===== config.mk =====
export PLATFORM = sky130hd
export DESIGN_NAME = bram_stream_reader
export DESIGN_NICKNAME = d
export VERILOG_FILES = /design/src/rtl/bram_stream_reader.sv
export SDC_FILE = /design/constraint.sdc
export NUM_CORES = 1
export LEC_CHECK = 0
export CAP_MARGIN = 30
export CORE_ASPECT_RATIO = 0.7
export CORE_MARGIN = 4
export CORE_UTILIZATION = 40
export DETAILED_ROUTE_END_ITERATION = 6
export PLACE_DENSITY = 0.71
export SYNTH_ARGS = -nofsm -noshare
export SYNTH_HDL_FRONTEND = slang
export SYNTH_SLANG_ARGS = --single-unit

===== constraint.sdc =====
create_clock -name clk -period 3.6 [get_ports clk]
set_clock_uncertainty 0.05 [all_clocks]
set_input_delay 0.54 -clock clk [delete_from_list [all_inputs] [get_ports clk]]
set_output_delay 0.54 -clock clk [all_outputs]
set_load 0.005 [all_outputs]

===== src/rtl/bram_stream_reader.sv =====
// Streams a burst of BRAM words from read port B as a valid/ready stream with a 2-entry buffer.
// Optional abort input enabled by defining BRAM_STREAM_READER_ABORT_EN.
module bram_stream_reader #(
   parameter int LEN_DATA = 20,
   parameter int LEN_ADDR = 8
) (
   input  logic                clk,
   input  logic                rst,
`ifdef BRAM_STREAM_READER_ABORT_EN
   input  logic                abort,
`endif
   input  logic                start_valid,
   output logic                start_ready,
   input  logic [LEN_ADDR-1:0] start_addr,
   input  logic [LEN_ADDR:0]   start_len,
   output logic                busy,
   output logic                done,
   output logic                enb,
   output logic [LEN_ADDR-1:0] addrb,
   input  logic [LEN_DATA-1:0] doutb,
   output logic                out_valid,
   input  logic                out_ready,
   output logic [LEN_DATA-1:0] out_data,
   output logic                out_last
);
   typedef enum logic [1:0] {IDLE, RUN, DRAIN} state_t;

   localparam logic [LEN_ADDR:0] ONE = {{LEN_ADDR{1'b0}}, 1'b1};

   state_t              state;
   logic [LEN_ADDR:0]   rem;
   logic                pend;
   logic                pend_last;
   logic                skid_valid;
   logic                skid_last;
   logic [LEN_DATA-1:0] skid_data;
   logic                pop;
   logic                kill;
   logic [1:0]          inflight;

   assign pop = out_valid && out_ready;
`ifdef BRAM_STREAM_READER_ABORT_EN
   assign kill = abort && (state != IDLE);
`else
   assign kill = 1'b0;
`endif

   // Reads in flight plus buffered words; a new read must still fit after this cycle's pop.
   assign inflight    = {1'b0, pend} + {1'b0, out_valid} + {1'b0, skid_valid};
   assign enb         = (state == RUN) && !kill && ((inflight - {1'b0, pop}) < 2'd2);
   assign start_ready = (state == IDLE);
   assign busy        = (state != IDLE);

   always_ff @(posedge clk) begin
      if (rst) begin
         state     <= IDLE;
         rem       <= '0;
         addrb     <= '0;
         pend      <= 1'b0;
         pend_last <= 1'b0;
         done      <= 1'b0;
      end else begin
         done      <= 1'b0;
         pend      <= enb;
         pend_last <= enb && (rem == ONE);
         if (enb) begin
            addrb <= addrb + 1'b1;
            rem   <= rem - ONE;
         end
         unique case (state)
            IDLE: begin
               if (start_valid) begin
                  if (start_len == '0) begin
                     done <= 1'b1;
                  end else begin
                     state <= RUN;
                     addrb <= start_addr;
                     rem   <= start_len;
                  end
               end
            end
            RUN: begin
               if (kill)
                  state <= IDLE;
               else if (enb && (rem == ONE))
                  state <= DRAIN;
            end
            DRAIN: begin
               if (kill) begin
                  state <= IDLE;
               end else if (pop && out_last) begin
                  state <= IDLE;
                  done  <= 1'b1;
               end
            end
            default: state <= IDLE;
         endcase
      end
   end

   // Head register feeds the stream; the skid entry absorbs the read that was already in flight.
   always_ff @(posedge clk) begin
      if (rst || kill) begin
         out_valid  <= 1'b0;
         out_data   <= '0;
         out_last   <= 1'b0;
         skid_valid <= 1'b0;
         skid_data  <= '0;
         skid_last  <= 1'b0;
      end else if (pop) begin
         if (skid_valid) begin
            out_data <= skid_data;
            out_last <= skid_last;
            if (pend) begin
               skid_data <= doutb;
               skid_last <= pend_last;
            end else begin
               skid_valid <= 1'b0;
            end
         end else if (pend) begin
            out_data <= doutb;
            out_last <= pend_last;
         end else begin
            out_valid <= 1'b0;
            out_last  <= 1'b0;
         end
      end else if (pend) begin
         if (!out_valid) begin
            out_valid <= 1'b1;
            out_data  <= doutb;
            out_last  <= pend_last;
         end else begin
            skid_valid <= 1'b1;
            skid_data  <= doutb;
            skid_last  <= pend_last;
         end
      end
   end
endmodule


After elaboration in Yosys (flattened, before gate mapping)
Cells that the tools add are included.
- register bits after elaboration: 66
- logic and storage cells: 91
- output and inout port bits: 34
- bits of input ports: 41
- $add $sub $neg: 5
- eq/ne operators: 12
- reduce and logical (&&, ||, !) cells: 16
- mux-type cells: 45
- $lt $le $gt $ge: 1
- operator list (operator ; count):
    2-to-1 mux 20 bit ; 9
    2-to-1 mux 9 bit ; 4
    2-to-1 mux 8 bit ; 4
    2-to-1 mux 1 bit ; 22
    inequality test 2 bit (second input constant) ; 7
    equality test 9 x 1 -> 1 bit (second input constant) ; 1
    zero test 9 bit ; 1
    subtractor 9 x 1 -> 9 bit (second input constant) ; 1
    adder 8 x 1 -> 8 bit (second input constant) ; 1
    2-to-1 mux 2 bit ; 4
    AND reduction 4 bit ; 2
    nonzero test 2 bit ; 4
    case mux 2 bit (3 select lines) ; 1
    AND reduction 3 bit ; 2
    logical AND 1 bit ; 4
    inequality test 2 x 1 -> 1 bit (second input constant) ; 2
    AND reduction 2 bit ; 2
    adder 1 x 1 -> 2 bit ; 1
    adder 2 x 1 -> 2 bit ; 1
    equality test 2 x 1 -> 1 bit (second input constant) ; 1
    equality test 2 bit (second input constant) ; 1
    zero test 2 bit ; 1
    less-than comparator 2 bit (second input constant) ; 1
    case mux 1 bit (2 select lines) ; 1
    subtractor 2 x 1 -> 2 bit ; 1

Longest topological paths before layout
Gate-level depths: netlist (run 1).
- depth in word-level cells: 9
- gate-level depth with buffers: 11
- depth with buffers taken out: 9

Worst setup path after synthesis (run 1)
Ideal clock, no wire load.
- path kind: input-to-output
- start: input port out_ready
- end: output port enb
- data required time: 3.010 ns
- setup slack: 0.555 ns
- data arrival time: 2.455 ns
- stages on the path: 9
- cells stage by stage: and2_1 buf_2 buf_1 inv_1 ha_1 ha_1 a21oi_4 mux2i_2 inv_2
- cells in the longest elaborated chain, start to end: 4
- RTL lines (item ; line ; text):
    start, declared ; 22 ; input logic out_ready,
    logical AND 1 bit ; 41 ; assign pop = out_valid && out_ready;
    subtractor 2 x 1 -> 2 bit ; 50 ; assign enb = (state == RUN) && !kill && ((inflight - {1'b0, pop}) < 2'd2);
    less-than comparator 2 bit ; 50 ;
    logical AND 1 bit ; 50 ;
    end, declared ; 18 ; output logic enb,
Every way passes these cells.

Worst setup path in the final report (run 1)
Ends and elaborated chain as after synthesis.

==> results.md, run 1 <==
* Clock Tree Buf Depth at 2
* Post-synthesis register bit count at 66
* Met3 wire length at 503 um
* CTS tree: done
* Synth Area in Compound Gates at 0.1635
* Drt drc at 0
* Hold Startpoint: skid_data[19]
* Part of the power in the clock network at 0.335
* HP Class: flip-flop to flip-flop
* Largest net degree at the start of global routing at 45
* Via count of the first global-routing pass at 2602
* Power Dens Cells at 404.2 nW/um^2
* Port-buffer cells at 74
* Leak pwr at 1.411 nW
* Mux cell area share after synthesis at 0.08683
* CP max FO at 2
* H-Tree Level Count at 3
* Critical Path Source: out_ready
* Hold Slack at 0.4402 ns
* CP Capture Type: output port
* Net count, final at 470
* Logic pwr share at 0.176
* Cells after synthesis at 354
* Actual transition at the worst max-transition pin at 0.7792 ns
* Gp weighted congestion at 0.7889
* Synth async-reset ratio at 0
* CTS buffer count at 9
* Unique cell type count in the Yosys netlist at 44
* Die Ht at 81.29 um
* Initial antenna violation count at 0
* Std-Cell Rows at 26
* Clock Root Buffer: clkbuf_8
* Net Sw Frac at 0.2633
* Highest clock rate at 298.0 MHz
* Tcrit/Tclk final at 0.9321
* Vias after detailed routing at 2788
* Kind of critical path: input port to output port
* Clock Sinks at 66
* Worst IR drop on VDD at 0.1672 mV
* Reg-to-Reg Start: out_valid
* DP Area at 3915 sq um
* Top Layer Used: met4
* Final Hold Fails at 0
* Final Util at 0.5542
* Routed Wire Length at 7466 um
* Die width at 112.7 um
* WP data required at 3.01 ns
* Clk_lat worst skew at 0.33 ns
* Syn Nets at 402
* Largest family of logic cells by synthesized area: simple AND/OR/NAND/NOR gates
* Core ar. at 7385 sq um
* CTS-repair resized insts at 0
* Maximum capacitance violations at 0
* Starting Density at 0.4156
* P_sw at 0.0004355 W
* Fin. max-slew vios at 0
* Vias per cell at 5.331
* Antenna Cells at 0
* Post-Synth Adder-Cell Area at 0.02854
* Layout overhead on the synthesized area at 33.35%
* Pre-antenna DRT Iters at 4
* Simple logic cell fraction of the synthesized area at 0.2340
* Synthesized cell area at 3069 sq um
* Hold buffers post-CTS at 0
* Final std cell area, no fill at 4093 sq um
* Setup violations, final at 0
* Met1 WL at 3582 um
* Sequential share of power at 0.490
* Ys flop type: dfxtp_1
* Number of synthesized flops with an enable pin at 0
* Int Pwr at 0.001219 W
* Routed wire per std cell at 14.28 um
* Syn. warnings at 0
* Met2 wire length at 3314 um
* Post-DP HPWL at 5249 um
* Status: completed
* CTS clock-pin slew for the worst setup and hold paths at 0.07 ns
* Routed Antenna Nets at 0
* Slew Limit Headroom at 0.4806
* First-pass GRT wire length at 12350 um
* RSZ-0062 raised after global routing: false
* Die ar. at 9160 sq um
* Setup TNS at 0 ns
* Seq/Total Area, Yosys at 0.4305
* Startpoint types: input port
* GRT overflow at 0
* Global-route usage over all layers at 0.1674
* Crit path arrival time at 2.77 ns
* IO Pins at 75
* Fin crit period at 3.356 ns
* DR iter-0 viols at 164
* Setup bufs post-CTS at 0
* Layout cells sized above 1 at 0.08471
* Synth Area in XOR/XNOR at 0.008561
* Post-Syn Area per Cell at 8.670 sq um
==> cell families (layout without fill, tap and decap cells) <==
kind of cell,count (synthesis),after routing
muxes,26,26
AOI/OAI and AO/OA,62,62
DFF,66,66
and+or+nand+nor,154,154
adders and majority gates,7,7
buffers and inverters,36,107
xor gates and xnor gates,3,3
==> cell type report <==
cell class,count,area [sq um]
Inverter,10,37.54
Multi-Input combinational cell,252,1630
Clock inverter,2,12.51
Tap cell,98,122.6
Fill cell,678,3292
Clock buffer,12,165.2
Sequential cell,66,1321
Timing Repair Buffer,83,803.3
==> synth_stat cells (all sizes together) (5+ instances only) <==
library cell | instances | area [sq um]
a21oi | 5 | 36.29
a311oi | 33 | 289.0
buf | 12 | 57.56
ha | 7 | 87.58
clkbuf | 14 | 52.55
nor2b | 5 | 31.28
dfxtp | 66 | 1321
inv | 10 | 37.53
a211oi | 5 | 37.54
mux2i | 24 | 244.0
nand3 | 26 | 130.1
nand2 | 29 | 108.9
nor2 | 66 | 247.7
o21ai | 6 | 30.03
==> cells in the final DEF (no fill, tap or decap), types with 7 or more instances in the layout <==
| master | instances |
|---|---|
| clkdlybuf4s50_1 | 73 |
| nor2_1 | 66 |
| dfxtp_1 | 66 |
| a311oi_1 | 33 |
| nand2_1 | 29 |
| nand3_1 | 26 |
| mux2i_1 | 23 |
| clkbuf_8 | 12 |
| inv_1 | 9 |
| buf_4 | 9 |
| ha_1 | 7 |
==> power by group through the flow <==
stage	Clock [W]	Sequential, W	Combinational (W)
2_1_floorplan	0	0.000815	0.000155
3_3_place_gp	0	0.000823	0.000285
3_5_place_dp	0	0.000824	0.000291
4_1_cts	0.000575	0.000808	0.000292
5_1_grt	0.000605	0.000815	0.000322
6_report	0.000554	0.000810	0.000290
==> through the flow <==
step / setup WS (ns) / total power (W) / instances
finish: 0.2444 / 0.001654 / 523
global route: 0.07876 / 0.001743 / 523
CTS: 0.2056 / 0.001675 / 523
detailed placement: 0.2160 / 0.001115 / 509
global placement: 0.2273 / 0.001108 / 509
floorplan: 0.5548 / 0.0009704 / 354
==> routing by layer <==
layer	track usage	vias up
met5	0	-
met4	0.05282	0
met3	0.05733	4
met2	0.2600	81
met1	0.2203	1280
li1	-	1423
==> critical path: stages <==
cell	delay [ns]
clkdlybuf4s50_1	0.49
and2_1	0.15
inv_1	0.04
ha_1	0.26
ha_1	0.31
a21oi_4	0.20
mux2i_2	0.27
inv_2	0.06
clkdlybuf4s50_1	0.45
==> state kept, by name (all words and copies together) (netlist names) <==
| name | flops |
|---|---|
| state | 2 |
| out_valid | 1 |
| skid_data | 20 |
| skid_valid | 1 |
| skid_last | 1 |
| done | 1 |
| rem | 9 |
| out_data | 20 |
| pend | 1 |
| addrb | 8 |
| pend_last | 1 |
| out_last | 1 |
==> path summary, 6_finish.rpt <==
path / cells past startpoint / slack [ns] / end
max: 9 / 0.24 / enb
max reg2reg: 9 / 0.83 / addrb[6]
min: 2 / 0.44 / out_data[19]
min reg2reg: 2 / 0.44 / out_data[19]
(Power assumes the default switching activity.)
==> inputs of run 2 (changes only) <==
- CORE_MARGIN: 4 -> 2
==> run 2 against run 1 <==
Against the previous run: combinational power increased by 1%; utilization is 0.52 points higher; fmax is 0.87% lower; flip-flop and latch count stayed put; first-iteration DRC count fell by 16%; critical path depth stayed put.
==> results.md, run 2 (synthesis gave the netlist of run 1 again) <==
* Status: completed
* Die ar. at 8400 sq um (-8.3%)
* Global-route usage over all layers at 0.1886 (+0.02125)
* Drt drc at 0 (unchanged)
* Startpoint types: input port
* Power Dens Cells at 420.7 nW/um^2 (+4.1%)
* RSZ-0062 raised after global routing: false
* Crit path arrival time at 2.80 ns (+0.03 ns)
* Net count, final at 470 (unchanged)
* Via count of the first global-routing pass at 2623 (+0.81%)
* Hold buffers post-CTS at 0 (unchanged)
* CTS clock-pin slew for the worst setup and hold paths at 0.07 ns (about the same)
* Setup bufs post-CTS at 0 (unchanged)
* CTS buffer count at 9 (unchanged)
* Post-DP HPWL at 5133 um (-2.2%)
* Leak pwr at 1.421 nW (+0.73%)
* WP data required at 3.01 ns (about the same)
* Routed Wire Length at 7574 um (+1.4%)
* Maximum capacitance violations at 0 (unchanged)
* Worst IR drop on VDD at 0.1621 mV (-3.0%)
* Met3 Usage GRT at 0.05952 (+0.002189)
* Final Hold Fails at 0 (unchanged)
* Setup violations, final at 0 (unchanged)
* Slew Limit Headroom at 0.4634 (-0.01714)
* Port-buffer cells at 74 (unchanged)
* Initial antenna violation count at 0 (unchanged)
* DR iter-0 viols at 138 (-16%)
* Core ar. at 7352 sq um (-0.44%)
* Final std cell area, no fill at 4113 sq um (+0.49%)
* Clock Root Buffer: clkbuf_8
* Largest net degree at the start of global routing at 45 (unchanged)
* Die width at 108.7 um (-3.5%)
* Most frequent cells in the layout: 73 x clkdlybuf4s50_1, 66 x nor2_1, 66 x dfxtp_1
* CTS tree: done
* Layout cells sized above 1 at 0.08197 (-0.002739)
* CP max FO at 2 (unchanged)
* M1 GR Usage at 0.2613 (+0.04100)
* First-pass GRT wire length at 12540 um (+1.5%)
* Setup TNS at 0 ns (unchanged)
* Gr busiest metal: met2
* Critical Path Source: out_ready
* Vias after detailed routing at 2834 (+1.6%)
* Kind of critical path: input port to output port
* Clock Tree Buf Depth at 2 (unchanged)
* DP Area at 3915 sq um (unchanged)
* Reg-to-reg slack, setup at 0.79 ns (-0.04 ns)
* Die Ht at 77.29 um (-4.9%)
* Antenna Cells at 0 (unchanged)
* Highest clock rate at 295.4 MHz (-0.87%)
* Clock Sinks at 66 (unchanged)
* CTS-repair resized insts at 0 (unchanged)
* Most common cell after layout, fill and taps aside: clkdlybuf4s50_1
* Routed Antenna Nets at 0 (unchanged)
* Met2 GRT Util at 0.2681 (+0.008078)
* Fin crit period at 3.385 ns (+0.02943 ns)
* H-Tree Level Count at 3 (unchanged)
* Tcrit/Tclk final at 0.9403 (+0.008174)
* Gp weighted congestion at 0.8409 (+6.6%)
* IO Pins at 75 (unchanged)
* Reg-to-Reg Start: out_valid
* GRT overflow at 0 (unchanged)
* Fin. max-slew vios at 0 (unchanged)
* Pre-antenna DRT Iters at 4 (unchanged)
* Std-Cell Rows at 26 (unchanged)
* CP Capture Type: output port
* Routed wire per std cell at 14.43 um (+1.1%)
* Clk_lat worst skew at 0.35 ns (+0.02 ns)
* Top Registers: out_data x20, skid_data x20, rem x9
* HP Class: flip-flop to flip-flop
* Actual transition at the worst max-transition pin at 0.8049 ns (+0.02571 ns)
* Starting Density at 0.4175 (+0.001839)
* Hold Startpoint: rem[7]
* Vias per cell at 5.398 (+1.3%)
* Layout overhead on the synthesized area at 34.00%
run 2: changes by cell type in the layout (fill, tap and decap cells not counted), sizes merged:
cell,previous run,this run
bufinv,0,1
clkbuf,12,14
clkinvlp,1,0
run 2: final cells by class:
type,instances,area [sq um]
tap,98,122.6
fill,694,3239
inverter,10,37.54
sequential,66,1321
timing repair buffer,83,803.3
clock buffer,14,162.7
clock inverter,2,35.03
multi-input combinational,252,1630
run 2: report_power, final:
group	internal, W	leakage [nW]	switching (W)	total, W
clock	0.000358	0.101	0.000269	0.000626
combinational	0.000153	0.783	0.000141	0.000294
sequential	0.000768	0.537	0.0000418	0.000810
total	0.00128	1.42	0.000451	0.00173
run 2: path summary, 6_finish.rpt:
path / endpoint / cells after the start
worst max-delay path: enb / 9
worst min-delay path: rem[7] / 2
worst max register to register: addrb[5] / 9
worst min register to register: rem[7] / 2
run 2: metal layers:
metal	vias to the layer above	wire length [um]
met3	15	420
met5	-	0
met1	1335	3746
li1	1415	-
met4	0	160
met2	69	3247
run 2: metrics by stage:
| step | hold WS, ns | setup slack [ns] | instances | utilization | power (W) |
|---|---|---|---|---|---|
| 6_report | 0.4435 | 0.2149 | 525 | 0.5594 | 0.001730 |
| 4_1_cts | 0.4460 | 0.2098 | 525 | 0.5594 | 0.001748 |
| 5_1_grt | 0.4592 | 0.1258 | 525 | 0.5594 | 0.001816 |
| 3_5_place_dp | 0.4314 | 0.2241 | 509 | 0.5325 | 0.001118 |
| 3_3_place_gp | 0.4240 | 0.2303 | 509 | 0.5325 | 0.001109 |
| 2_1_floorplan | 0.4100 | 0.5548 | 354 | - | 0.0009704 |
run 2: worst max-delay path, stage by stage:
cell	delay, ns
clkdlybuf4s50_1	0.50
and2_1	0.15
inv_1	0.05
ha_1	0.27
ha_1	0.31
a21oi_4	0.19
mux2i_2	0.27
inv_2	0.06
clkdlybuf4s50_1	0.44
==> inputs of run 3 (changes only) <==
- CORE_MARGIN: 2 -> 3
==> run 3 against run 2 <==
Against the previous run: design area is 0.30% lower; critical path type unchanged; setup slack better by 0.0086 ns; global-route usage is 1.2 points lower; critical path depth stayed put; first-iteration DRC count is 33% higher; sequential power hardly changed.
==> results.md, run 3 (synthesis gave the netlist of run 1 again) <==
* Status: completed
* Post-Layout Cell Count at 524 (-0.19%)
* RR Endpoint: addrb[6]
* Port-buffer cells at 74 (unchanged)
* Leak pwr at 1.417 nW (-0.31%)
* Clock Tree Buf Depth at 2 (unchanged)
* Vias after detailed routing at 2823 (-0.39%)
* Cells after DPL at 509 (unchanged)
* Actual transition at the worst max-transition pin at 0.7609 ns (-0.04397 ns)
* Clock Sinks at 66 (unchanged)
* CP max FO at 2 (unchanged)
* Routed wire per std cell at 14.43 um (about the same)
* Most frequent cells in the layout: 73 x clkdlybuf4s50_1, 66 x nor2_1, 66 x dfxtp_1
* Power Total at 0.001704 W (-1.5%)
* Multi-input gate area at 1630 sq um (unchanged)
* Most common cell after layout, fill and taps aside: clkdlybuf4s50_1
* Via count of the first global-routing pass at 2647 (+0.91%)
* HP Class: flip-flop to flip-flop
* Tcrit/Tclk final at 0.9379 (-0.002391)
* CTS-repair resized insts at 0 (unchanged)
* Critical Path Source: out_ready
* First-pass GRT wire length at 12720 um (+1.5%)
* Reg-to-Reg Start: out_valid
* CP Capture Type: output port
* Largest net degree at the start of global routing at 43 (-4.4%)
* Final Hold Fails at 0 (unchanged)
* Routed Antenna Nets at 0 (unchanged)
* Starting Density at 0.4156 (-0.001839)
* Worst IR drop on VDD at 0.2431 mV (+50%)
* Clk_lat worst skew at 0.33 ns (-0.02 ns)
* Net count, final at 470 (unchanged)
* Core ar. at 7385 sq um (+0.44%)
* Post-DP HPWL at 5154 um (+0.41%)
* GRT overflow at 0 (unchanged)
* Hold path depth at 2 (unchanged)
* Fin crit period at 3.376 ns (-0.008608 ns)
* RSZ-0062 raised after global routing: false
* Routed Wire Length at 7560 um (-0.18%)
* IO Pins at 75 (unchanged)
* Die width at 110.7 um (+1.8%)
* Vias per cell at 5.387 (-0.20%)
* Slew Limit Headroom at 0.4927 (+0.02932)
* FF+latch area at 1321 sq um (unchanged)
* Die Ht at 79.29 um (+2.6%)
* Setup bufs post-CTS at 0 (unchanged)
* Reg-to-reg slack, setup at 0.81 ns (+0.02 ns)
* Std-Cell Rows at 26 (unchanged)
* WHS Endpoint: out_data[19]
* DR iter-0 viols at 183 (+33%)
* Hold buffers post-CTS at 0 (unchanged)
* Drt drc at 0 (unchanged)
* Fin. max-slew vios at 0 (unchanged)
* Hold Startpoint: skid_data[19]
* Final WS setup at 0.2235 ns (+0.008608 ns)
* Global-route usage over all layers at 0.1761 (-0.01248)
* Layout cells sized above 1 at 0.08216 (+0.0001924)
* CTS clock-pin slew for the worst setup and hold paths at 0.07 ns (about the same)
* H-Tree Level Count at 3 (unchanged)
* Maximum capacitance violations at 0 (unchanged)
* Fillcell total at 682 (-1.7%)
* Die ar. at 8776 sq um (+4.5%)
* Highest clock rate at 296.2 MHz (+0.25%)
* Antenna Cells at 0 (unchanged)
* WP data required at 3.01 ns (about the same)
* Initial antenna violation count at 0 (unchanged)
* CTS buffer count at 9 (unchanged)
* Worst reg-to-reg path cell count at 9 (unchanged)
* Pre-antenna DRT Iters at 4 (unchanged)
* Setup violations, final at 0 (unchanged)
* Top Registers: out_data x20, skid_data x20, rem x9
* Crit path arrival time at 2.79 ns (about the same)
* Startpoint types: input port
* CTS tree: done
* Layout overhead on the synthesized area at 33.59%
* Gp weighted congestion at 0.8649 (+2.9%)
* Post-place setup slack at 0.2325 ns (+0.008341 ns)
* Setup TNS at 0 ns (unchanged)
* Clock Root Buffer: clkbuf_8
* Power Dens Cells at 415.7 nW/um^2 (-1.2%)
* Kind of critical path: input port to output port
## run 3: how the worst max path moves through the flow
stage | to | slack, ns | cells after the start
floorplan | enb | 0.55 | 9
global placement | enb | 0.25 | 9
detailed placement | enb | 0.23 | 9
CTS | enb | 0.21 | 9
global route | enb | 0.09 | 9
finish | enb | 0.22 | 9
## run 3: stage by stage
step	hold WS [ns]	util	cell area, sq um
after detailed placement	0.4305	0.5302	3915
after global placement	0.4235	0.5302	3915
final	0.4405	0.5552	4100
after floorplan	0.4100	-	3069
after global routing	0.4660	0.5552	4100
after CTS	0.4371	0.5552	4100
## run 3: power breakdown
group	internal [W]	switching [W]	total [W]	leakage (nW)
Clock	0.000333	0.000268	0.000601	0.0962
Sequential	0.000768	0.0000399	0.000808	0.537
Combinational	0.000153	0.000142	0.000295	0.783
## run 3: layer usage
layer / part of all wire / GRT usage / wire length [um]
met2: 0.42 / 0.2754 / 3205
met3: 0.066 / 0.05864 / 497
met5: 0 / 0 / 0
met4: 0.017 / 0.04920 / 128
met1: 0.49 / 0.2336 / 3728
## run 3: cell type report
type / instances / share of cell area
clock buffers: 12 / 0.03540
clock inverters: 3 / 0.009765
inverters: 10 / 0.009155
multi-input cells: 252 / 0.3976
flip-flops and latches: 66 / 0.3222
well taps: 98 / 0.02991
repair buffers: 83 / 0.1959
## run 3: worst max-delay path: stages
cell and delay [ns]:
clkdlybuf4s50_1 0.48, and2_1 0.14, inv_1 0.05, ha_1 0.26, ha_1 0.31, a21oi_4 0.20, mux2i_2 0.28, inv_2 0.07
clkdlybuf4s50_1 0.46
